**config.mk**
```make
export PLATFORM = sky130hd
export DESIGN_NAME = seven_seg_scanner
export DESIGN_NICKNAME = d
export VERILOG_FILES = /design/src/rtl/seven_seg_scanner.sv
export SDC_FILE = /design/constraint.sdc
export NUM_CORES = 1
export LEC_CHECK = 0
export CAP_MARGIN = 10
export CORE_MARGIN = 8
export CORE_UTILIZATION = 47
export CTS_BUF_LIST = sky130_fd_sc_hd__clkbuf_16
export CTS_CLUSTER_SIZE = 25
export DETAILED_ROUTE_END_ITERATION = 6
export PLACE_DENSITY = 0.78
export SLEW_MARGIN = 20
export SYNTH_ARGS = -nofsm -noshare
export SYNTH_HDL_FRONTEND = slang
export SYNTH_SLANG_ARGS = --single-unit
export TNS_END_PERCENT = 20
```
**constraint.sdc**
```tcl
create_clock -name Clock -period 2.66 [get_ports Clock]
set_input_delay 0.399 -clock Clock [delete_from_list [all_inputs] [get_ports Clock]]
set_output_delay 0.399 -clock Clock [all_outputs]
set_load 0.02 [all_outputs]
```
**src/rtl/seven_seg_scanner.sv**
```systemverilog
// Time-multiplexed scanner for a common-anode seven-segment display with blanking gaps.
// Optional LEADING_ZERO_BLANK_EN suppresses leading zero digits (digit 0 always shows).
module seven_seg_scanner #(
  parameter int unsigned DIGITS       = 4,
  parameter int unsigned BLANK_CYCLES = 4
) (
  input  logic                  Clock,
  input  logic                  Reset,
  input  logic                  DividedClock,
  input  logic                  Enable,
  input  logic [4*DIGITS-1:0]   Value,
  input  logic [DIGITS-1:0]     DecimalPoints,
  output logic [DIGITS-1:0]     Anode,
  output logic [6:0]            Cathode,
  output logic                  DP,
  output logic                  FrameStart
);

  localparam int unsigned IW = (DIGITS > 1) ? $clog2(DIGITS) : 1;
  localparam int unsigned CW = $clog2(BLANK_CYCLES + 1);

  localparam logic [1:0] ST_OFF   = 2'd0;
  localparam logic [1:0] ST_BLANK = 2'd1;
  localparam logic [1:0] ST_DRIVE = 2'd2;

  localparam logic [IW-1:0] LAST_IDX = IW'(DIGITS - 1);

  logic [2:0]            sync;
  logic                  tick;
  logic [1:0]            state, state_n;
  logic [IW-1:0]         index, index_n;
  logic [CW-1:0]         cnt, cnt_n;
  logic [4*DIGITS-1:0]   sval, sval_n;
  logic [DIGITS-1:0]     sdp, sdp_n;
  logic                  fs_n;
  logic [DIGITS-1:0]     anode_n;
  logic [6:0]            cath_n;
  logic                  dp_n;
  logic [3:0]            nib;

  function automatic logic [6:0] seg_decode(input logic [3:0] n);
    case (n)
      4'h0: seg_decode = 7'b1000000;
      4'h1: seg_decode = 7'b1111001;
      4'h2: seg_decode = 7'b0100100;
      4'h3: seg_decode = 7'b0110000;
      4'h4: seg_decode = 7'b0011001;
      4'h5: seg_decode = 7'b0010010;
      4'h6: seg_decode = 7'b0000010;
      4'h7: seg_decode = 7'b1111000;
      4'h8: seg_decode = 7'b0000000;
      4'h9: seg_decode = 7'b0010000;
      4'hA: seg_decode = 7'b0001000;
      4'hB: seg_decode = 7'b0000011;
      4'hC: seg_decode = 7'b1000110;
      4'hD: seg_decode = 7'b0100001;
      4'hE: seg_decode = 7'b0000110;
      default: seg_decode = 7'b0001110;
    endcase
  endfunction

`ifdef LEADING_ZERO_BLANK_EN
  // Digit i is a leading zero when it and every higher digit carry no nibble and no DP.
  function automatic logic leading_zero(input logic [4*DIGITS-1:0] v,
                                        input logic [DIGITS-1:0] d,
                                        input logic [IW-1:0] i);
    logic z;
    z = (i != '0);
    for (int unsigned k = 0; k < DIGITS; k++)
      if (k >= 32'(i) && (v[4*k +: 4] != 4'h0 || d[k])) z = 1'b0;
    return z;
  endfunction
`endif

  // Two-flop synchroniser plus registered rising-edge detect.
  always_ff @(posedge Clock or negedge Reset) begin
    if (!Reset) begin
      sync <= '0;
      tick <= 1'b0;
    end else begin
      sync <= {sync[1:0], DividedClock};
      tick <= sync[1] & ~sync[2];
    end
  end

  always_comb begin
    state_n = state;
    index_n = index;
    cnt_n   = cnt;
    sval_n  = sval;
    sdp_n   = sdp;
    fs_n    = 1'b0;
    if (!Enable) begin
      state_n = ST_OFF;
      index_n = LAST_IDX;
    end else begin
      case (state)
        ST_OFF, ST_DRIVE: begin
          if (tick) begin
            if (index == LAST_IDX) begin
              index_n = '0;
              sval_n  = Value;
              sdp_n   = DecimalPoints;
              fs_n    = 1'b1;
            end else begin
              index_n = index + 1'b1;
            end
            state_n = ST_BLANK;
            cnt_n   = CW'(BLANK_CYCLES - 1);
          end
        end
        ST_BLANK: begin
          if (cnt == '0) state_n = ST_DRIVE;
          else           cnt_n   = cnt - 1'b1;
        end
        default: state_n = ST_OFF;
      endcase
    end
  end

  // Pad values are decoded from next-state so they register in step with the FSM.
  always_comb begin
    anode_n = '1;
    cath_n  = 7'h7F;
    dp_n    = 1'b1;
    nib     = sval_n[4*index_n +: 4];
    if (state_n == ST_DRIVE) begin
      anode_n[index_n] = 1'b0;
      cath_n           = seg_decode(nib);
      dp_n             = ~sdp_n[index_n];
`ifdef LEADING_ZERO_BLANK_EN
      if (leading_zero(sval_n, sdp_n, index_n)) begin
        cath_n = 7'h7F;
        dp_n   = 1'b1;
      end
`endif
    end
  end

  always_ff @(posedge Clock or negedge Reset) begin
    if (!Reset) begin
      state      <= ST_OFF;
      index      <= LAST_IDX;
      cnt        <= '0;
      sval       <= '0;
      sdp        <= '0;
      Anode      <= '1;
      Cathode    <= 7'h7F;
      DP         <= 1'b1;
      FrameStart <= 1'b0;
    end else begin
      state      <= state_n;
      index      <= index_n;
      cnt        <= cnt_n;
      sval       <= sval_n;
      sdp        <= sdp_n;
      Anode      <= anode_n;
      Cathode    <= cath_n;
      DP         <= dp_n;
      FrameStart <= fs_n;
    end
  end

endmodule

```
==> results of run 1 <==
-- what timing repair did --
item | 4_1_cts | 5_1_grt
setup endpoints to repair | 0 | 5
resized for setup | 0 | 7
setup buffers | 0 | 0
-- cells by family (layout without fill, tap and decap cells) --
group           after synthesis  in the layout  synth area share
simple gates                 38             39            0.0975
flops                        44             44             0.532
compound gates               19             19            0.0737
xor+xnor                      1              1           0.00416
fa+ha+maj                     9              9            0.0535
mux                          33             33             0.175
buf+inv                      22             79            0.0648
-- power by group through the flow --
| stage | Clock [W] | Sequential, W | Combinational, W |
|---|---|---|---|
| 3_5_place_dp | 0 | 0.000821 | 0.000609 |
| 2_1_floorplan | 0 | 0.000810 | 0.000412 |
| 3_3_place_gp | 0 | 0.000815 | 0.000594 |
| 4_1_cts | 0.000703 | 0.000811 | 0.000614 |
| 6_report | 0.000684 | 0.000813 | 0.000633 |
| 5_1_grt | 0.000731 | 0.000823 | 0.000700 |
-- routing by layer --
layer  up-vias  track usage  routed length [um]
li1        679            -                   -
met1       698        0.142                1810
met2        31        0.204                2130
met3         5       0.0381                 158
met4         0       0.0527                  56
met5         -            0                   0
-- how the worst min path moves through the flow --
stage / from / endpoint / depth (start not counted) / slack [ns]
finish: Reset / sval[2]$_DFF_PN0_ / 1 / 0.27
detailed placement: sync[0]$_DFF_PN0_ / sync[1]$_DFF_PN0_ / 0 / 0.33
floorplan: Reset / FrameStart$_DFF_PN0_ / 0 / 0.10
CTS: Reset / sync[1]$_DFF_PN0_ / 1 / 0.30
global route: Reset / sval[10]$_DFF_PN0_ / 1 / 0.35
global placement: sync[0]$_DFF_PN0_ / sync[1]$_DFF_PN0_ / 0 / 0.33
-- layout make-up --
cell class	instances	area (um2)
multi-input combinational	101	898
clock buffer	5	125
tap	52	65.1
inverter	16	60.1
sequential	44	1120
clock inverter	3	42.5
fill	334	1520
timing repair buffer	55	498
-- cells in the final DEF (no fill, tap or decap), types with 2 or more instances in the layout --
| cell type | netlist | final |
|---|---|---|
| dfrtp_1 | 30 | 30 |
| mux2i_1 | 12 | 10 |
| o221ai_2 | 2 | 2 |
| o21ai_1 | 4 | 4 |
| mux2i_2 | 0 | 2 |
| clkdlybuf4s50_1 | 0 | 35 |
| nand3_1 | 2 | 2 |
| and3_1 | 2 | 2 |
| inv_1 | 12 | 11 |
| inv_2 | 4 | 5 |
| dfstp_2 | 14 | 14 |
| buf_4 | 0 | 19 |
| nor3_1 | 2 | 2 |
| nand2b_1 | 3 | 3 |
| nor2b_1 | 2 | 2 |
| clkbuf_16 | 0 | 5 |
| nand4b_4 | 1 | 2 |
| a31oi_1 | 3 | 2 |
| o21a_1 | 2 | 2 |
| mux2_1 | 5 | 5 |
| nor2_1 | 10 | 10 |
| mux2_4 | 3 | 3 |
| ha_1 | 9 | 8 |
| nand2_1 | 11 | 11 |
| mux2_2 | 13 | 13 |
-- critical path, stage by stage, from the launching register on --
cell and delay, ns:
dfstp_2 0.55, ha_2 0.24, nand4b_4 0.18, mux2i_2 0.24
nand2_1 0.08, and3_1 0.19, a31oi_4 0.17, inv_2 0.07
ha_1 0.21, mux2_1 0.29, o31a_1 0.23
-- through the flow --
stage,std cells,instance area [um2],TNS [ns],utilization
2_1_floorplan,166,2100,0,-
3_3_place_gp,267,2590,-0.175,0.599
3_5_place_dp,267,2590,-0.394,0.599
4_1_cts,275,2760,0,0.638
5_1_grt,276,2810,-0.0103,0.649
6_report,276,2810,0,0.649
-- state kept, by name, indices dropped and copies added, names as in the netlist --
name        flops
sval           16
Cathode         7
DP              1
state           2
sync            3
index           2
sdp             4
FrameStart      1
cnt             3
tick            1
Anode           4
==> metrics.md, run 1 <==
| Metric | Value |
|---|---|
| Die area | 6870 um2 |
| Vias in the first global route | 1489 |
| CTS Buf Count | 5 |
| Crit path DAT | 2.73 ns |
| Synth area leaders | dfrtp_1, dfstp_2, mux2_2 |
| Predominant post-synthesis flop cell | dfrtp_1 |
| Sw power | 0.000583 W |
| DRT Pass-1 Iters | 4 |
| H-tree Lvls | 2 |
| Switching Fraction | 0.274 |
| Worst R2R End | Cathode[3]$_DFF_PN1_ |
| Worst VDD drop | 0.403 mV |
| Die width | 82.9 um |
| Area grow syn2layout | 33.4% |
| Async SR Flop Fraction | 1.00 |
| Post-layout min period | 2.52 ns |
| Detailed-route via count | 1413 |
| Endpoints failing hold | 0 |
| Fin crit share | 0.948 |
| DP HPWL | 3080 um |
| CTS tree | done |
| Routed WL per cell | 15.0 um |
| Crit end category | flip-flop |
| Fin Clk Skew | 0.00463 ns |
| Total gr overflow | 0 |
| Tot Pwr | 0.00213 W |
| Max cap viols | 0 |
| Hold-fix buffers, CTS | 0 |
| Seq/Total Area, Yosys | 0.532 |
| R2r setup slk | 0.14 ns |
| Starting density of the core | 0.487 |
| Via/cell ratio | 5.12 |
| Drt first-iter violations | 59 |
| Crit path kind | flip-flop to flip-flop |
| Syn nets | 199 |
| Nets | 256 |
| Syn avg cell area | 12.7 um2 |
| Tot GR Track Use | 0.123 |
| Fmax | 0.396 GHz |
| RD Place Congestion | 0.864 |
| Post-DRT Antenna Nets | 0 |
| Largest net degree at the start of global routing | 45 |
| DRC Markers | 0 |
| Synthesized flop and latch total | 44 |
| Worst Path Max Fanout | 5 |
| Dominant cell type by area after synthesis | dfrtp_1 |
| Setup crit end | Cathode[3]$_DFF_PN1_ |
| Gate Count Post-Synth | 166 |
| Synth top cells by count | dfrtp_1, dfstp_2, mux2_2, inv_1, mux2i_1 |
| CTS Buffer Depth | 2 |
| R2R depth | 10 |
| Core area | 4320 um2 |
| Ports | 37 |
| Worst slew pin tran | 0.949 ns |
| Startpoint Class | flip-flop |
| Worst Slack Setup Final | 0.138 ns |
| Share of the synthesized area in the top cell type | 0.357 |
| Yosys synthesis warning count | 0 |
| Clk slew on worst S/H paths | 0.06 ns |
| Worst r2r src | index[0]$_DFF_PN1_ |
| Final Max Slew Viols | 0 |
| HP Class | input port to async pin |
| Post-Syn Area | 2100 um2 |
| Clk sink count | 44 |
| Port bufs | 36 |
| Antenna Cells | 0 |
| Int Pwr | 0.00155 W |
| P_leak | 1.28 nW |
| Count leader, synth | dfrtp_1 |
| Yosys cell types | 37 |
| Flop pwr share | 0.381 |
| Critical Path RT | 2.87 ns |
| Routed WL | 4150 um |
| Setup violators final | 0 |
| Layout cells sized above 1 | 0.335 |
| Placement Setup Slack | -0.159 ns |
| Clk_lat worst skew | 0.28 ns |
| P per Cell Area | 759 nW/um2 |
| Worst Setup SP | index[0]$_DFF_PN1_ |
| Die height | 82.9 um |
| Post-synth EDFFs | 0 |
| Hold slack | 0.266 ns |
| Status | finished, final reports clean |
| Root Buffer | clkbuf_16 |
| Comb pwr share | 0.297 |
| First-pass GRT wire length | 6930 um |
| Slew HR | 0.367 |
| Clock power share | 0.321 |
| Antenna violations before repair | 0 |
| Row count | 24 |
Note: power is estimated with default switching activity, not from simulation.
==> inputs of run 2 (changes only) <==
PLACE_DENSITY = default   (was 0.78)
PLACE_DENSITY_LB_ADDON = 0.05   (was default)
==> run 2 against run 1 <==
  * Power is 0.10% lower
  * Register-to-register slack hardly changed
  * Via count is 1.8% higher
  * Fmax is 0.23% higher
  * Die area stayed put
  * Cell area is 0.89% higher
  * Setup slack better by 0.0057 ns
  * Largest cell class unchanged
  * First-iteration DRC count is 14% lower
==> metrics.md, run 2 (synthesized netlist as in run 1, its figures left out) <==
| Metric | Value |
|---|---|
| Status | finished, final reports clean |
| Layout cells sized above 1 | 0.341 (+0.00579) |
| Clk sink count | 44 (unchanged) |
| Clk_lat worst skew | 0.28 ns (about the same) |
| Endpoints failing hold | 0 (unchanged) |
| Max reg flops | 16 (unchanged) |
| Fin crit share | 0.946 (-0.00215) |
| Total gr overflow | 0 (unchanged) |
| DP HPWL | 3440 um (+12%) |
| Routed WL | 4500 um (+8.4%) |
| CTS Buffer Depth | 2 (unchanged) |
| Post-DRT Antenna Nets | 0 (unchanged) |
| Nets | 261 (+2.0%) |
| Final cell count without fillers | 281 (+1.8%) |
| Placement Setup Slack | -0.117 ns (+0.0416 ns) |
| Tot Pwr | 0.00213 W (-0.10%) |
| Max cap viols | 0 (unchanged) |
| Die area | 6870 um2 (unchanged) |
| H-tree Lvls | 2 (unchanged) |
| Crit path kind | flip-flop to flip-flop |
| Die width | 82.9 um (unchanged) |
| Post-layout min period | 2.52 ns (-0.00573 ns) |
| Core area | 4320 um2 (unchanged) |
| P per Cell Area | 751 nW/um2 (-0.99%) |
| Ports | 37 (unchanged) |
| Clk slew on worst S/H paths | 0.06 ns (about the same) |
| Worst r2r src | index[0]$_DFF_PN1_ |
| DRC Markers | 0 (unchanged) |
| Die height | 82.9 um (unchanged) |
| CTS tree | done |
| Worst Path Max Fanout | 7 (+2) |
| Starting density of the core | 0.487 (unchanged) |
| Row count | 24 (unchanged) |
| Largest net degree at the start of global routing | 45 (unchanged) |
| Dpl cells | 273 (+2.2%) |
| Tot GR Track Use | 0.135 (+0.0118) |
| Critical Path RT | 2.87 ns (about the same) |
| Hold-fix buffers, CTS | 0 (unchanged) |
| Setup violators final | 0 (unchanged) |
| Worst slew pin tran | 0.953 ns (+0.00379 ns) |
| Area grow syn2layout | 34.6% |
| Crit path DAT | 2.73 ns (about the same) |
| Root Buffer | clkbuf_16 |
| Worst Slack Setup Final | 0.144 ns (+0.00573 ns) |
| Worst VDD drop | 0.501 mV (+24%) |
| DRT Pass-1 Iters | 4 (unchanged) |
| Startpoint Class | flip-flop |
| First-pass GRT wire length | 7580 um (+9.5%) |
| Vias in the first global route | 1555 (+4.4%) |
| Largest reg by FF count | sval |
| CTS Buf Count | 5 (unchanged) |
| Fill cells | 339 (+1.5%) |
| Crit end category | flip-flop |
| Antenna violations before repair | 0 (unchanged) |
| Top Registers | sval x16, Cathode x7 |
| Setup Buffers After CTS | 0 (unchanged) |
| Worst Setup SP | index[0]$_DFF_PN1_ |
| Fmax | 0.397 GHz (+0.23%) |
| Commonest non-fill, non-tap cell in the layout | clkdlybuf4s50_1 |
| RD Place Congestion | 0.823 (-4.8%) |
| Via/cell ratio | 5.12 (about the same) |
| HP Class | input port to async pin |
| RSZ-0062 raised after global routing | false |
| P_leak | 1.31 nW (+2.5%) |
| Fin Clk Skew | 0.00594 ns (+0.00131 ns) |
| Hold slack | 0.270 ns (+0.00381 ns) |
| Antenna Cells | 0 (unchanged) |
| Port bufs | 36 (unchanged) |
| Final Max Slew Viols | 0 (unchanged) |
| Detailed-route via count | 1439 (+1.8%) |
| TNS Setup | 0 ns (unchanged) |
| Routed WL per cell | 16.0 um (+6.5%) |
| Drt first-iter violations | 51 (-14%) |
| Most frequent cells in the layout | clkdlybuf4s50_1, dfrtp_1, buf_4, dfstp_2, inv_1 |
| Slew HR | 0.365 (-0.00253) |
run 2: changes by cell type in the layout (fill, tap and decap cells not counted), sizes merged:
cell,before,now
inv,16,18
buf,20,26
clkinv,1,0
nand4b,2,1
clkinvlp,1,0
run 2: through the flow:
step                      utilization  instance area (um2)
after floorplan                     -                 2100
after global placement          0.613                 2650
after detailed placement        0.613                 2650
after CTS                       0.650                 2810
after global routing            0.655                 2830
final                           0.655                 2830
run 2: final timing paths:
kind | endpoint | slack [ns] | cells after the start
min | cnt[1]$_DFFE_PN0P_ | 0.27 | 1
min reg2reg | sync[2]$_DFF_PN0_ | 0.39 | 0
max | Cathode[3]$_DFF_PN1_ | 0.14 | 10
max in group asynchronous | sdp[3]$_DFF_PN0_ | 1.80 | 1
min in group Clock | sync[2]$_DFF_PN0_ | 0.39 | 0
max reg2reg | Cathode[3]$_DFF_PN1_ | 0.14 | 10
run 2: layout make-up:
type | count | area (um2) | area share
tap | 52 | 65.1 | 0.0230
inverter | 16 | 60.1 | 0.0212
clock buffer | 5 | 125 | 0.0442
clock inverter | 3 | 37.5 | 0.0133
multi-input combinational | 100 | 867 | 0.306
timing repair buffer | 61 | 559 | 0.197
sequential | 44 | 1120 | 0.395
run 2: timing repair:
item                                    in CTS  in global routing
endpoints found under the setup margin       0                  5
endpoints found under the hold margin        0                  0
resized for setup                            0                  7
run 2: report_power, final:
group          switching [W]  internal, W  total, W
clock network       0.000228     0.000436  0.000663
logic               0.000311     0.000342  0.000653
registers          0.0000349     0.000778  0.000812
run 2: worst max-delay path, cell delays in order (launching register included):
cell	delay, ns
dfstp_2	0.54
ha_2	0.19
nand4b_4	0.16
buf_6	0.18
mux2_2	0.24
mux2i_1	0.07
mux2i_1	0.22
inv_1	0.13
ha_2	0.19
mux2_1	0.29
o31a_1	0.23
run 2: metal layers:
layer,up-vias,global-route usage,part of all wire
met5,-,0,0
met4,0,0.0479,0.011
met3,5,0.0371,0.033
met2,23,0.237,0.53
met1,722,0.151,0.42
li1,689,-,-
